--- src/rtl/ram_dp_bitmask_arbiter_pkg.sv ---
// ram_arb_pkg: shared types and constants for the dual-port RAM arbiter.
//   state_e      - top-level FSM state (sweep in progress / normal operation)
//   PORT_A/B     - encoding of the registered per-requester port select
//   idx_width()  - width of a requester index, never less than one bit
package ram_arb_pkg;

    typedef enum logic [0:0] {
        ST_INIT,
        ST_RUN
    } state_e;

    localparam logic PORT_A = 1'b0;
    localparam logic PORT_B = 1'b1;

    function automatic int unsigned idx_width(input int unsigned n);
        return (n > 1) ? $clog2(n) : 1;
    endfunction

endpackage

--- src/rtl/ram_dp_bitmask_arbiter_rr_pick.sv ---
// rr_pick: round-robin pick of the first eligible requester, searching upward
// from a start index with wrap-around.
//   eligible - requesters that may be picked this cycle
//   start    - index the search begins at (must be below NUM_REQ)
//   grant    - one-hot of the picked requester, all zero if none
//   found    - a requester was picked
//   index    - binary index of the picked requester (0 when none)
module rr_pick
    import ram_arb_pkg::*;
#(
    parameter int unsigned NUM_REQ   = 4,
    parameter int unsigned IDX_WIDTH = idx_width(NUM_REQ)
) (
    input  logic [NUM_REQ-1:0]   eligible,
    input  logic [IDX_WIDTH-1:0] start,
    output logic [NUM_REQ-1:0]   grant,
    output logic                 found,
    output logic [IDX_WIDTH-1:0] index
);

    int unsigned cand;

    always_comb begin
        grant = '0;
        found = 1'b0;
        index = '0;
        cand  = 0;
        for (int unsigned k = 0; k < NUM_REQ; k++) begin
            cand = (32'(start) + k) % NUM_REQ;
            if (!found && eligible[IDX_WIDTH'(cand)]) begin
                found                    = 1'b1;
                grant[IDX_WIDTH'(cand)]  = 1'b1;
                index                    = IDX_WIDTH'(cand);
            end
        end
    end

endmodule

--- src/rtl/ram_dp_bitmask_arbiter.sv ---
// ram_dp_bitmask_arbiter: shares one dual-port bit-masked RAM between
// NUM_REQ requesters, granting up to two requests per cycle.
//   clock, reset          - clock (rising edge), asynchronous active-high reset
//   clear, init_busy      - start a zeroing sweep / sweep in progress
//   req_valid/ready       - per-requester handshake; transfer on valid & ready
//   req_wen/bwen/addr/din - per-requester command fields (packed, slice i)
//   rsp_valid/rsp_rdata   - per-requester read response, one cycle after grant
//   ram_*                 - RAM macro pins; this block is their only driver
// After reset (and on clear) every RAM word is zeroed two entries per cycle
// before any request is accepted.
module ram_dp_bitmask_arbiter
    import ram_arb_pkg::*;
#(
    parameter int unsigned DATA_WIDTH = 32,
    parameter int unsigned DEPTH      = 16,
    parameter int unsigned NUM_REQ    = 4,
    localparam int unsigned ADDR_WIDTH = $clog2(DEPTH)
) (
    input  logic                          clock,
    input  logic                          reset,
    input  logic                          clear,
    output logic                          init_busy,
    input  logic [NUM_REQ-1:0]            req_valid,
    output logic [NUM_REQ-1:0]            req_ready,
    input  logic [NUM_REQ-1:0]            req_wen,
    input  logic [NUM_REQ*DATA_WIDTH-1:0] req_bwen,
    input  logic [NUM_REQ*ADDR_WIDTH-1:0] req_addr,
    input  logic [NUM_REQ*DATA_WIDTH-1:0] req_din,
    output logic [NUM_REQ-1:0]            rsp_valid,
    output logic [NUM_REQ*DATA_WIDTH-1:0] rsp_rdata,
    output logic                          ram_cen,
    output logic                          ram_wen_a,
    output logic                          ram_wen_b,
    output logic [DATA_WIDTH-1:0]         ram_bwen_a,
    output logic [DATA_WIDTH-1:0]         ram_bwen_b,
    output logic [ADDR_WIDTH-1:0]         ram_addr_a,
    output logic [ADDR_WIDTH-1:0]         ram_addr_b,
    output logic [DATA_WIDTH-1:0]         ram_din_a,
    output logic [DATA_WIDTH-1:0]         ram_din_b,
    input  logic [DATA_WIDTH-1:0]         ram_dout_a,
    input  logic [DATA_WIDTH-1:0]         ram_dout_b
);

    localparam int unsigned IDX_WIDTH = idx_width(NUM_REQ);
    localparam bit          DEPTH_ODD = (DEPTH % 2) == 1;

    state_e                 state_q, state_d;
    logic [ADDR_WIDTH-1:0]  clr_ptr_q, clr_ptr_d;
    logic [IDX_WIDTH-1:0]   rr_ptr_q, rr_ptr_d;
    logic [NUM_REQ-1:0]     rsp_valid_q, rsp_valid_d;
    logic [NUM_REQ-1:0]     port_sel_q, port_sel_d;

    logic [ADDR_WIDTH-1:0]  addr_arr [NUM_REQ];
    logic [DATA_WIDTH-1:0]  din_arr  [NUM_REQ];
    logic [DATA_WIDTH-1:0]  bwen_arr [NUM_REQ];

    logic [NUM_REQ-1:0]     eligible_a, eligible_b, conflict;
    logic [NUM_REQ-1:0]     grant_a, grant_b;
    logic                   found_a, found_b;
    logic [IDX_WIDTH-1:0]   idx_a, idx_b, after_a, after_b;
    logic                   sweep_last;

    // ---------------------------------------------------------------------
    // Request unpacking, hazard detection and response data steering
    // ---------------------------------------------------------------------
    for (genvar i = 0; i < NUM_REQ; i++) begin : g_req
        assign addr_arr[i] = req_addr[i*ADDR_WIDTH +: ADDR_WIDTH];
        assign din_arr[i]  = req_din[i*DATA_WIDTH +: DATA_WIDTH];
        assign bwen_arr[i] = req_bwen[i*DATA_WIDTH +: DATA_WIDTH];

        // Same address as port A's pick is only safe when both sides read.
        assign conflict[i] = (addr_arr[i] == addr_arr[idx_a]) &&
                             (req_wen[i] || req_wen[idx_a]);

        // Port select is registered with the grant so it lines up with the
        // RAM's registered read data one cycle later.
        assign rsp_rdata[i*DATA_WIDTH +: DATA_WIDTH] =
            (port_sel_q[i] == PORT_B) ? ram_dout_b : ram_dout_a;
    end

    // ---------------------------------------------------------------------
    // Arbitration
    // ---------------------------------------------------------------------
    // Grants are only possible in RUN and never in a cycle that starts a clear.
    assign eligible_a = ((state_q == ST_RUN) && !clear) ? req_valid : '0;

    rr_pick #(
        .NUM_REQ   (NUM_REQ),
        .IDX_WIDTH (IDX_WIDTH)
    ) u_pick_a (
        .eligible (eligible_a),
        .start    (rr_ptr_q),
        .grant    (grant_a),
        .found    (found_a),
        .index    (idx_a)
    );

    assign after_a = (idx_a == IDX_WIDTH'(NUM_REQ - 1)) ? '0 : idx_a + 1'b1;
    assign after_b = (idx_b == IDX_WIDTH'(NUM_REQ - 1)) ? '0 : idx_b + 1'b1;

    assign eligible_b = found_a ? (eligible_a & ~grant_a & ~conflict) : '0;

    rr_pick #(
        .NUM_REQ   (NUM_REQ),
        .IDX_WIDTH (IDX_WIDTH)
    ) u_pick_b (
        .eligible (eligible_b),
        .start    (after_a),
        .grant    (grant_b),
        .found    (found_b),
        .index    (idx_b)
    );

    assign req_ready   = grant_a | grant_b;
    assign rsp_valid_d = req_ready & ~req_wen;

    always_comb begin
        port_sel_d = '0;
        for (int unsigned i = 0; i < NUM_REQ; i++) begin
            port_sel_d[IDX_WIDTH'(i)] = grant_b[IDX_WIDTH'(i)] ? PORT_B : PORT_A;
        end
    end

    // ---------------------------------------------------------------------
    // FSM next state
    // ---------------------------------------------------------------------
    assign sweep_last = (32'(clr_ptr_q) + 32'd2) >= DEPTH;

    always_comb begin
        state_d   = state_q;
        clr_ptr_d = clr_ptr_q;
        rr_ptr_d  = rr_ptr_q;
        case (state_q)
            ST_INIT: begin
                if (clear) begin
                    clr_ptr_d = '0;
                end else if (sweep_last) begin
                    state_d   = ST_RUN;
                    clr_ptr_d = '0;
                end else begin
                    clr_ptr_d = clr_ptr_q + ADDR_WIDTH'(2);
                end
            end
            ST_RUN: begin
                if (clear) begin
                    state_d   = ST_INIT;
                    clr_ptr_d = '0;
                end else if (found_b) begin
                    rr_ptr_d = after_b;
                end else if (found_a) begin
                    rr_ptr_d = after_a;
                end
            end
            default: begin
                state_d   = ST_INIT;
                clr_ptr_d = '0;
            end
        endcase
    end

    // ---------------------------------------------------------------------
    // RAM pins
    // ---------------------------------------------------------------------
    always_comb begin
        ram_cen    = 1'b0;
        ram_wen_a  = 1'b0;
        ram_wen_b  = 1'b0;
        ram_bwen_a = '0;
        ram_bwen_b = '0;
        ram_addr_a = '0;
        ram_addr_b = '0;
        ram_din_a  = '0;
        ram_din_b  = '0;
        if (state_q == ST_INIT) begin
            ram_cen    = 1'b1;
            ram_wen_a  = 1'b1;
            // Odd depth: the final pair has no second entry, so B just reads.
            ram_wen_b  = !(DEPTH_ODD && sweep_last);
            ram_bwen_a = '1;
            ram_bwen_b = '1;
            ram_addr_a = clr_ptr_q;
            ram_addr_b = clr_ptr_q + 1'b1;
        end else begin
            ram_cen = found_a;
            if (found_a) begin
                ram_wen_a  = req_wen[idx_a];
                ram_bwen_a = bwen_arr[idx_a];
                ram_addr_a = addr_arr[idx_a];
                ram_din_a  = din_arr[idx_a];
            end
            if (found_b) begin
                ram_wen_b  = req_wen[idx_b];
                ram_bwen_b = bwen_arr[idx_b];
                ram_addr_b = addr_arr[idx_b];
                ram_din_b  = din_arr[idx_b];
            end
        end
    end

    // ---------------------------------------------------------------------
    // State registers
    // ---------------------------------------------------------------------
    always_ff @(posedge clock or posedge reset) begin
        if (reset) begin
            state_q     <= ST_INIT;
            clr_ptr_q   <= '0;
            rr_ptr_q    <= '0;
            rsp_valid_q <= '0;
            port_sel_q  <= '0;
        end else begin
            state_q     <= state_d;
            clr_ptr_q   <= clr_ptr_d;
            rr_ptr_q    <= rr_ptr_d;
            rsp_valid_q <= rsp_valid_d;
            port_sel_q  <= port_sel_d;
        end
    end

    assign rsp_valid = rsp_valid_q;
    assign init_busy = (state_q == ST_INIT);

endmodule

--- config.mk ---
export PLATFORM = sky130hd
export DESIGN_NAME = ram_dp_bitmask_arbiter
export DESIGN_NICKNAME = d
export VERILOG_FILES = /design/src/rtl/ram_dp_bitmask_arbiter_pkg.sv /design/src/rtl/ram_dp_bitmask_arbiter_rr_pick.sv /design/src/rtl/ram_dp_bitmask_arbiter.sv
export SDC_FILE = /design/constraint.sdc
export NUM_CORES = 1
export LEC_CHECK = 0
export BUFFER_PORTS_ARGS = -buffer_cell sky130_fd_sc_hd__clkbuf_2
export CAP_MARGIN = 0
export CELL_PAD_IN_SITES_DETAIL_PLACEMENT = 1
export CELL_PAD_IN_SITES_GLOBAL_PLACEMENT = 2
export CORE_AREA = 5 5 240 242
export CTS_CLUSTER_SIZE = 20
export DETAILED_ROUTE_END_ITERATION = 10
export DIE_AREA = 0 0 245 247
export PLACE_DENSITY_LB_ADDON = 0.1
export RECOVER_POWER = 50
export SETUP_SLACK_MARGIN = 0.5
export SLEW_MARGIN = 20
export SYNTH_ARGS = -nofsm -noshare
export SYNTH_HDL_FRONTEND = slang
export SYNTH_SLANG_ARGS = --single-unit
--- constraint.sdc ---
create_clock -name clock -period 14.2 [get_ports clock]
set_input_delay 4.26 -clock clock [delete_from_list [all_inputs] [get_ports clock]]
set_output_delay 4.26 -clock clock [all_outputs]
set_load 0.02 [all_outputs]
* After elaboration in Yosys (flattened, before gate mapping)
Index checks and enable logic that the tools add are counted.
** Operators by class
- $add $sub $neg :: 11
- Multipliers :: 0
- Divide/modulo/power cells :: 0
- Magnitude comparators :: 21
- Equality and inequality tests :: 7
- Shifts and indexed selects :: 0
- Multiplexer cells :: 117
- Bitwise logic cells :: 17
- Reduce and logical (&&, ||, !) cells :: 32
** Operator list (number)
- 32-bit 2-to-1 mux :: 20
- 32-bit binary-select mux with 2-bit select :: 4
- 4-bit 2-to-1 mux :: 21
- 1-bit 2-to-1 mux :: 38
- 2-bit by 3-bit less-than comparator with 1-bit output, second input constant :: 10
- 4-bit bitwise OR :: 7
- 2-bit 2-to-1 mux :: 12
- 1-bit binary-select mux with 2-bit select :: 10
- 1-bit logical AND :: 19
- 4-bit binary-select mux with 2-bit select :: 2
- 1-bit demux with 2-bit select :: 8
- 4-bit equality test :: 4
- 2-bit by 1-bit greater-or-equal comparator with 1-bit output, second input constant :: 8
- 4-bit bitwise AND :: 3
- 4-bit NOT :: 3
- 2-bit by 1-bit adder with 2-bit output, second input constant :: 4
- 2-bit adder, second input constant :: 4
- 4-bit case mux with 2 select lines :: 1
- 1-bit logical NOT :: 7
- 3-bit greater-or-equal comparator, second input constant :: 2
- 2-bit NOT with 3-bit output :: 2
- 4-bit by 2-bit adder with 5-bit output, second input constant :: 1
- 5-bit greater-or-equal comparator, second input constant :: 1
- 4-bit by 1-bit adder with 4-bit output, second input constant :: 1
- 8 further kinds :: 13
** Storage, ports and cells
- Bits in registers :: 15
- Bits in latches :: 0
- Memory bits (writable) :: 0
- Bits in read-only memories :: 0
- Input bits :: 347
- Output and inout port bits :: 276
- Logic and storage cells :: 210
- Memories kept :: 0

* Depth between registers and ports, before layout
Gate-level depths: netlist of the first run.
- Depth in word-level cells :: 42
- Gate-level depth with buffers :: 25
- Gate-level depth less buffers :: 17

* By module
Synthesis of the first run repeated with hierarchy kept, for this count alone.
** Second synthesis, totals
- Cell total of the unflattened synthesis :: 777
- Area, all modules :: 7858.8 sq um
** Modules (own cells, without submodules)
- ram_dp_bitmask_arbiter :: times used 1, cells an instance 687, area each 7015.5 sq um, seq. area each 350.3 sq um
- rr_pick :: times used 2, cells an instance 45, area each 421.7 sq um, seq. area each 0.0 sq um

* Worst setup path after synthesis of the first run
Ideal clock, no wire load.
- Kind :: input -> output
- Start :: input port clear
- End :: output port ram_addr_b[0]
- Arrival :: 8.686 ns
- Required time :: 9.940 ns
- Slack :: 1.254 ns
- Stages :: 22
- Buffers on the path :: 9
- Cells stage by stage :: buf_2 -> or3b_1 -> buf_2 -> o22ai_4 -> mux2i_1 -> o211ai_2 -> buf_6 -> clkbuf_1 -> clkbuf_1 -> clkbuf_1 -> ha_1 -> nor2_1 -> nand3_1 -> a211oi_1 -> o22ai_1 -> a211oi_1 -> nor2b_1 -> buf_2 -> buf_8 -> buf_8 -> mux2i_1 -> o221ai_1
** Between the ends
- Longest elaborated chain between the ends :: 42
- Elaborated cells between the ends (all ways) :: 89
- Those cells by class :: 4 x add/sub; 5 x eq/ne; 49 x mux; 9 x bitwise; 22 x reduce/logical
** RTL lines
- start, declared :: RTL line ram_dp_bitmask_arbiter.sv:21 : input logic clear,
- 1-bit logical NOT * :: RTL line ram_dp_bitmask_arbiter.sv:85 : assign eligible_a = ((state_q == ST_RUN) && !clear) ? req_valid : '0;
- 1-bit logical AND * :: RTL line ram_dp_bitmask_arbiter.sv:85
- 4-bit 2-to-1 mux * :: RTL line ram_dp_bitmask_arbiter.sv:85
- 1-bit binary-select mux with 2-bit select :: RTL line ram_dp_bitmask_arbiter_rr_pick.sv:30 : if (!found && eligible[IDX_WIDTH'(cand)]) begin
- 1-bit 2-to-1 mux (not written as such) :: RTL line ram_dp_bitmask_arbiter_rr_pick.sv:30
- 1-bit 2-to-1 mux :: RTL line ram_dp_bitmask_arbiter_rr_pick.sv:30
- 1-bit logical NOT :: RTL line ram_dp_bitmask_arbiter_rr_pick.sv:30
- 1-bit logical AND :: RTL line ram_dp_bitmask_arbiter_rr_pick.sv:30
- [25 not listed]
- 1-bit logical NOT :: RTL line ram_dp_bitmask_arbiter_rr_pick.sv:30
- 1-bit logical AND :: RTL line ram_dp_bitmask_arbiter_rr_pick.sv:30
- 2-bit 2-to-1 mux :: RTL line ram_dp_bitmask_arbiter_rr_pick.sv:30
- 2-bit NOT with 3-bit output (not written as such) :: RTL line ram_dp_bitmask_arbiter.sv:194 : ram_addr_b = addr_arr[idx_b];
- 4-bit binary-select mux with 2-bit select :: RTL line ram_dp_bitmask_arbiter.sv:194
- 4-bit 2-to-1 mux (not written as such) (2 in series) :: RTL line ram_dp_bitmask_arbiter.sv:194
- 4-bit 2-to-1 mux * :: RTL line ram_dp_bitmask_arbiter.sv:191 : if (found_b) begin
- 4-bit 2-to-1 mux * :: RTL line ram_dp_bitmask_arbiter.sv:174 : if (state_q == ST_INIT) begin
- end, declared :: RTL line ram_dp_bitmask_arbiter.sv:37 : output logic [ADDR_WIDTH-1:0] ram_addr_b,
Every way passes the cells marked *; elsewhere a longest branch is shown, timed or not. The select of a mux whose other input is x is not followed.

* Final worst setup path of the first run
- Start :: input port clear
- End :: output port ram_din_b[2]
** Between the ends
- Longest elaborated chain between the ends :: 42
- Elaborated cells between the ends (all ways) :: 89
- Those cells by class :: 4 x add/sub; 5 x eq/ne; 49 x mux; 9 x bitwise; 22 x reduce/logical
** RTL lines
- 1-bit logical NOT * :: RTL line ram_dp_bitmask_arbiter.sv:85
- 1-bit logical AND * :: RTL line ram_dp_bitmask_arbiter.sv:85
- 4-bit 2-to-1 mux * :: RTL line ram_dp_bitmask_arbiter.sv:85
- 1-bit binary-select mux with 2-bit select :: RTL line ram_dp_bitmask_arbiter_rr_pick.sv:30
- 1-bit 2-to-1 mux (not written as such) :: RTL line ram_dp_bitmask_arbiter_rr_pick.sv:30
- 1-bit 2-to-1 mux :: RTL line ram_dp_bitmask_arbiter_rr_pick.sv:30
- 1-bit logical NOT :: RTL line ram_dp_bitmask_arbiter_rr_pick.sv:30
- 1-bit logical AND :: RTL line ram_dp_bitmask_arbiter_rr_pick.sv:30
- [25 not listed]
- 1-bit logical NOT :: RTL line ram_dp_bitmask_arbiter_rr_pick.sv:30
- 1-bit logical AND :: RTL line ram_dp_bitmask_arbiter_rr_pick.sv:30
- 2-bit 2-to-1 mux :: RTL line ram_dp_bitmask_arbiter_rr_pick.sv:30
- 2-bit NOT with 3-bit output (not written as such) :: RTL line ram_dp_bitmask_arbiter.sv:195 : ram_din_b = din_arr[idx_b];
- 32-bit binary-select mux with 2-bit select :: RTL line ram_dp_bitmask_arbiter.sv:195
- 32-bit 2-to-1 mux (not written as such) (2 in series) :: RTL line ram_dp_bitmask_arbiter.sv:195
- 32-bit 2-to-1 mux * :: RTL line ram_dp_bitmask_arbiter.sv:191
- 32-bit 2-to-1 mux * :: RTL line ram_dp_bitmask_arbiter.sv:174
- end, declared :: RTL line ram_dp_bitmask_arbiter.sv:39 : output logic [DATA_WIDTH-1:0] ram_din_b,
Marked as above.

==> results.json, run 1 <==
{
  "status": "completed",
  "synth.distinct_cells": 72,
  "synth_top_cell_by_area": "mux2i_1",
  "portBuffers": 622,
  "ys_async_sr_fraction_pct": 100.0,
  "drv_cap": 0,
  "clkTransAtPathRegs_ns": 0.06,
  "dp_hpwl_microns": 46550,
  "relSlewSlack_pct": 38.32,
  "wl_per_cell_microns": 23.74,
  "areaGrowthSynthToFinish_pct": 42.86,
  "synth_edf_count": 0,
  "cts_buffers": 3,
  "dpl_cell_area_sq_mm": 0.01231,
  "worstPathRequired_ns": 9.94,
  "ir_worst_vdd_mv": 0.03574,
  "htreeDepth": 1,
  "max_stage_delay_ns": 0.63,
  "drv_slew": 0,
  "crit_fanout": 71,
  "end_kind": "output port",
  "grt-ovfl-total": 0,
  "totalPowerFinal_uw": 419.6,
  "syn-num-nets": 1629,
  "cp_top_family": "compound AO/OA/AOI/OAI gates",
  "worst_setup_path_start_kind": "primary input",
  "die-width_microns": 245,
  "yosysMostFrequentCell": "nand2_1",
  "power.density_mw_per_mm2": 33.98,
  "die_area_sq_mm": 0.06052,
  "slowest_stage": "a2111oi_0",
  "path_buf_inv": 4,
  "drcViolationCount": 0,
  "fmax_mhz": 74.26,
  "ys_ff_latch": 14,
  "setup_viol": 0,
  "grt_max_degree": 80,
  "avgSynthCellArea_sq_um": 6.812,
  "p_comb_share_pct": 70.4,
  "globalplace.congestion": 0.8264,
  "nets": 2160,
  "crit_chain": "clkbuf_1 -> nand2b_1 -> o22ai_1 -> a2111oi_0 -> buf_4 -> o2111ai_1 -> o211ai_2 -> o221ai_1 -> o31ai_1 -> nand2_1 -> o21ai_0 -> a211oi_1 -> nor2b_4 -> buf_12 -> mux2i_1 -> o22ai_1 -> clkbuf_2",
  "clk_latency_ns": 0.26,
  "finClkSkew_ns": 0.007394,
  "worstSetupPathType": "primary input to output port",
  "power.share.clock_pct": 15.4,
  "drive_gt1_share_pct": 38.35,
  "die_h_microns": 247,
  "leakage_nw": 6.494,
  "antenna_found_initial": 15,
  "seq_power_share_pct": 14.2,
  "syn_inst": 1269,
  "initial_core_util_pct": 15.75,
  "dominantRegCellSynth": "dfrtp_1",
  "fin_tns_setup_ns": 0,
  "hold_path_class": "flip-flop to flip-flop",
  "crit_path_frequent_cell": "o22ai_1",
  "worstMarginPinSlew_ns": 0.9253,
  "timing.final.hold_violations": 0,
  "coreArea_sq_mm": 0.05488,
  "synth.top_cells.by_count": "nand2_1 (330), mux2i_1 (155), mux2_2 (132), a21oi_1 (93), clkbuf_1 (77)",
  "fin_crit_sh_pct": 94.83,
  "via_count": 12050,
  "min_period_ns": 13.47,
  "arrival_ns": 9.21,
  "final_area_sq_mm": 0.01235,
  "internal_power_uw": 202.4,
  "grt_pass1_vias": 12700,
  "pin_count": 623,
  "grt_pass1_wl_microns": 85030,
  "drt-pass1-iter-count": 4,
  "cts_tree": "built",
  "p_switching_uw": 217.2,
  "ys_top_cells_by_area": "mux2i_1 (18%), mux2_2 (17%), nand2_1 (14%)",
  "synth_seq_area_share_pct": 4.053,
  "grt_use_total_pct": 17.91,
  "ant_nets": 0,
  "initialDrtViolationCount": 475,
  "drt_wl_total_microns": 59680,
  "utilization_pct": 22.50,
  "synth.cell_area_sq_mm": 0.008645,
  "clock_path_buffers": 2,
  "yosysWarnings": 0,
  "rsz0062_at_grt": "false",
  "viasPerCell": 4.795,
  "fp-row-count": 86,
  "cts_root_buf": "clkbuf_16",
  "clock_sinks": 14,
  "synth_top_area_share_pct": 17.95,
  "swShare_pct": 51.77,
  "whs_ns": 0.6140
}
worst paths after layout:
check	from	to	slack [ns]	cells past startpoint
max in group asynchronous	reset	state_q	9.64	2
max	clear	ram_din_b[2]	0.73	17
min reg2reg	clr_ptr_q[3]	clr_ptr_q[3]	0.61	2
min in group asynchronous	reset	clr_ptr_q[2]	4.08	2
min	clr_ptr_q[3]	clr_ptr_q[3]	0.61	2
max reg2reg	rr_ptr_q[0]	rr_ptr_q[1]	8.15	17
kinds of logic after synthesis:
logic type,after synthesis,synth area share (%)
xor+xnor,19,1.925
buf+inv,156,8.467
simple gates,438,21.09
flops,14,4.053
mux,290,35.69
fa+ha+maj,13,1.882
compound gates,339,26.89
final cells by class:
cell class	count	area, sq um
antenna	11	27.53
clock buffer	4	88.84
fill	6946	42530
inverter	24	97.59
multi-input combinational	1099	7604
sequential	14	351.6
tap	704	880.8
timing repair buffer	658	3299
repair_timing:
item / in CTS / in global routing
setup buffers: 0 / 6
setup endpoints to repair: 0 / 42
hold buffers: 0 / 0
gates resized for setup: 0 / 4
through the flow:
step | cells | setup slack [ns]
CTS | 2496 | 0.6146
global placement | 2492 | 0.7782
global route | 2513 | 0.2719
detailed placement | 2492 | 0.6132
floorplan | 1269 | 1.254
finish | 2514 | 0.7342
registers in the layout, summed over array words and instances (netlist names):
register,flops
rr_ptr_q,2
rsp_valid,4
clr_ptr_q,3
state_q,1
port_sel_q,4
placed cells by master (no fill, tap or decap), types with 13 or more instances in the layout:
cell type / Yosys / routed
a21oi_1: 93 / 92
dfrtp_1: 14 / 13
mux2_2: 132 / 132
clkbuf_2: 0 / 498
a311oi_1: 34 / 34
mux2i_1: 155 / 154
inv_1: 22 / 22
clkbuf_1: 77 / 124
ha_1: 13 / 13
xnor2_1: 16 / 16
nand2_1: 330 / 330
buf_4: 2 / 30
o21ai_0: 52 / 53
o22ai_1: 38 / 38
and3_1: 36 / 36
o221ai_1: 37 / 37
nor2_1: 37 / 37
worst min-delay path, delay by kind of cell (launching register included):
kind	cells	cell delay, ns
AOI/OAI and AO/OA	2	0.16
DFF	1	0.41
power by group through the flow:
stage	logic [mW]	registers, mW	clock network, mW
after CTS	0.303	0.0591	0.0669
after floorplan	0.170	0.0513	0
after detailed placement	0.302	0.0598	0
final	0.295	0.0595	0.0648
after global routing	0.323	0.0606	0.0678
after global placement	0.302	0.0606	0
per-layer routing:
| metal | part of all wire, % | vias to the layer above | wire, microns | track usage, % |
|---|---|---|---|---|
| met5 | 0.089 | - | 53 | 0 |
| met4 | 2.0 | 8 | 1194 | 4.439 |
| met3 | 4.9 | 53 | 2933 | 3.459 |
| met2 | 53 | 326 | 31590 | 33.48 |
| met1 | 40 | 5919 | 23900 | 20.98 |
| li1 | - | 5748 | - | - |
Note: power is estimated with default switching activity, not from simulation.
==> inputs of run 2 (changes only) <==
- CORE_AREA: 5 5 240 242 -> 5 5 239 241
- DIE_AREA: 0 0 245 247 -> 0 0 244 246
- clock period: 14.2 -> 11 ns (I/O delays scaled with it)
==> run 2 against run 1 <==
  * First-iteration DRC count down 4.8%
  * Global-route usage increased by 1.3 points
  * Critical endpoint is now ram_bwen_b[7]
  * Core utilization rose by 4.8 points
  * Critical path type unchanged
  * Largest power group unchanged
  * Combinational power up 58%
  * Register-to-register slack worse by 3.2 ns
==> results.json, run 2 (synthesis results as in run 1) <==
{
  "status": "completed",
  "nets": 2266,
  "dr.max_layer_used": "met5",
  "n_fill_cell": 6778,
  "grt_use_total_pct": 19.16,
  "setup_viol": 0,
  "wl_met2_microns": 33380,
  "drt_wl_total_microns": 62990,
  "met1Wirelength_microns": 25390,
  "initial_core_util_pct": 15.81,
  "worstMarginPinSlew_ns": 1.047,
  "die_h_microns": 246,
  "worst_slack_ns": 0.2303,
  "grt-ovfl-total": 0,
  "areaGrowthSynthToFinish_pct": 72.50,
  "utilization_pct": 27.28,
  "cts_tree": "built",
  "drive_gt1_share_pct": 48.77,
  "grt_pass1_wl_microns": 90850,
  "final_cell_mix": "clkbuf_2 (432), nand2_1 (328), mux2_2 (131)",
  "timing.final.hold_violations": 0,
  "pin_count": 623,
  "coreArea_sq_mm": 0.05466,
  "rsz0062_at_grt": "true",
  "worst_setup_path_start_kind": "primary input",
  "layout_commonest_cell": "clkbuf_2",
  "fin_crit_sh_pct": 97.91,
  "drcViolationCount": 0,
  "portBuffers": 622,
  "power.density_mw_per_mm2": 42.23,
  "grt_pass1_vias": 13520,
  "min_period_ns": 10.77,
  "clock_sinks": 14,
  "die-width_microns": 244,
  "crit_fanout": 6,
  "via_count": 12700,
  "fp-row-count": 86,
  "end_kind": "output port",
  "initialDrtViolationCount": 452,
  "place_ws_ns": -0.09389,
  "clk_latency_ns": 0.26,
  "ir_worst_vdd_mv": 0.05885,
  "antenna_found_initial": 16,
  "viasPerCell": 4.853,
  "drv_slew": 0,
  "arrival_ns": 7.47,
  "wl_per_cell_microns": 24.06,
  "grt_max_degree": 74,
  "finClkSkew_ns": 0.01151,
  "wl_met3_microns": 3056,
  "whs_ns": 0.6090,
  "clock_path_buffers": 2,
  "drt-pass1-iter-count": 5,
  "globalplace.congestion": 0.8986,
  "htreeDepth": 1,
  "die_area_sq_mm": 0.06002,
  "cts_root_buf": "clkbuf_16",
  "relSlewSlack_pct": 30.23,
  "worstPathRequired_ns": 7.70,
  "clkTransAtPathRegs_ns": 0.06,
  "drv_cap": 0,
  "fmax_mhz": 92.85,
  "ant_nets": 0,
  "dp_hpwl_microns": 47710,
  "leakage_nw": 7.195,
  "hold_path_class": "flip-flop to flip-flop",
  "fin_tns_setup_ns": 0,
  "worstSetupPathType": "primary input to output port",
  "cts_buffers": 3
}
==> run 2: changes by cell type in the layout (fill, tap and decap cells not counted), sizes merged <==
cell / before / now
a211o: 3 / 4
inv: 24 / 26
bufbuf: 0 / 2
buf: 35 / 174
clkbuf: 627 / 589
diode: 11 / 9
==> run 2: cell type report <==
cell class	instances	area, sq um	share of cell area (%)
Inverter	24	110.1	0.7384
Tap cell	704	880.8	5.907
Timing Repair inverter	2	20.02	0.1343
Multi-Input combinational cell	1100	8541	57.27
Timing Repair Buffer	761	4897	32.84
Sequential cell	14	351.6	2.358
Clock buffer	4	88.84	0.5957
Antenna cell	9	22.52	0.1510
==> run 2: routing by layer <==
| layer | vias up | track usage (%) |
|---|---|---|
| li1 | 5958 | - |
| met1 | 6318 | 22.74 |
| met2 | 349 | 36.56 |
| met3 | 65 | 3.493 |
| met4 | 14 | 2.887 |
| met5 | - | 0 |
==> run 2: path summary, 6_finish.rpt <==
check / start / endpoint / slack, ns / cells after the start
min in group asynchronous: reset / rr_ptr_q[0] / 3.10 / 2
hold / removal: clr_ptr_q[3] / clr_ptr_q[3] / 0.61 / 3
hold reg to reg: clr_ptr_q[3] / clr_ptr_q[3] / 0.61 / 3
setup reg to reg: rr_ptr_q[0] / rr_ptr_q[1] / 4.94 / 23
setup / recovery: req_valid[0] / ram_bwen_b[7] / 0.23 / 22
max in group asynchronous: reset / state_q / 7.46 / 2
==> run 2: power breakdown <==
part           internal (mW)  switching [mW]
Combinational          0.199           0.267
Sequential            0.0559          0.0261
Clock                 0.0554          0.0267
==> run 2: what timing repair did <==
item | CTS | global route
setup buffers | 34 | 18
hold buffers | 0 | 0
pin swaps | 29 | 21
resized for setup | 169 | 127
setup endpoints to repair | 70 | 70
gates cloned | 11 | 4
==> run 2: worst max-delay path, cell delays in order <==
cell	delay (ns)
clkbuf_8	0.12
buf_4	0.16
mux2i_4	0.21
clkbuf_4	0.20
o22a_1	0.24
a211oi_1	0.13
a211o_1	0.32
or3_4	0.35
a211oi_4	0.35
o32a_1	0.29
buf_6	0.13
a211oi_4	0.05
o22ai_4	0.14
a211oi_2	0.09
buf_4	0.17
nor2b_4	0.12
buf_4	0.16
buf_12	0.16
clkbuf_16	0.18
mux2i_4	0.23
o221ai_2	0.11
buf_4	0.22
==> run 2: stage by stage <==
step	cells	total power [mW]	instance area, sq um
global placement	2538	0.4814	13100
global route	2615	0.6694	14900
finish	2618	0.6298	14910
detailed placement	2538	0.4807	13100
floorplan	1269	0.2915	8979
CTS	2587	0.6152	14450
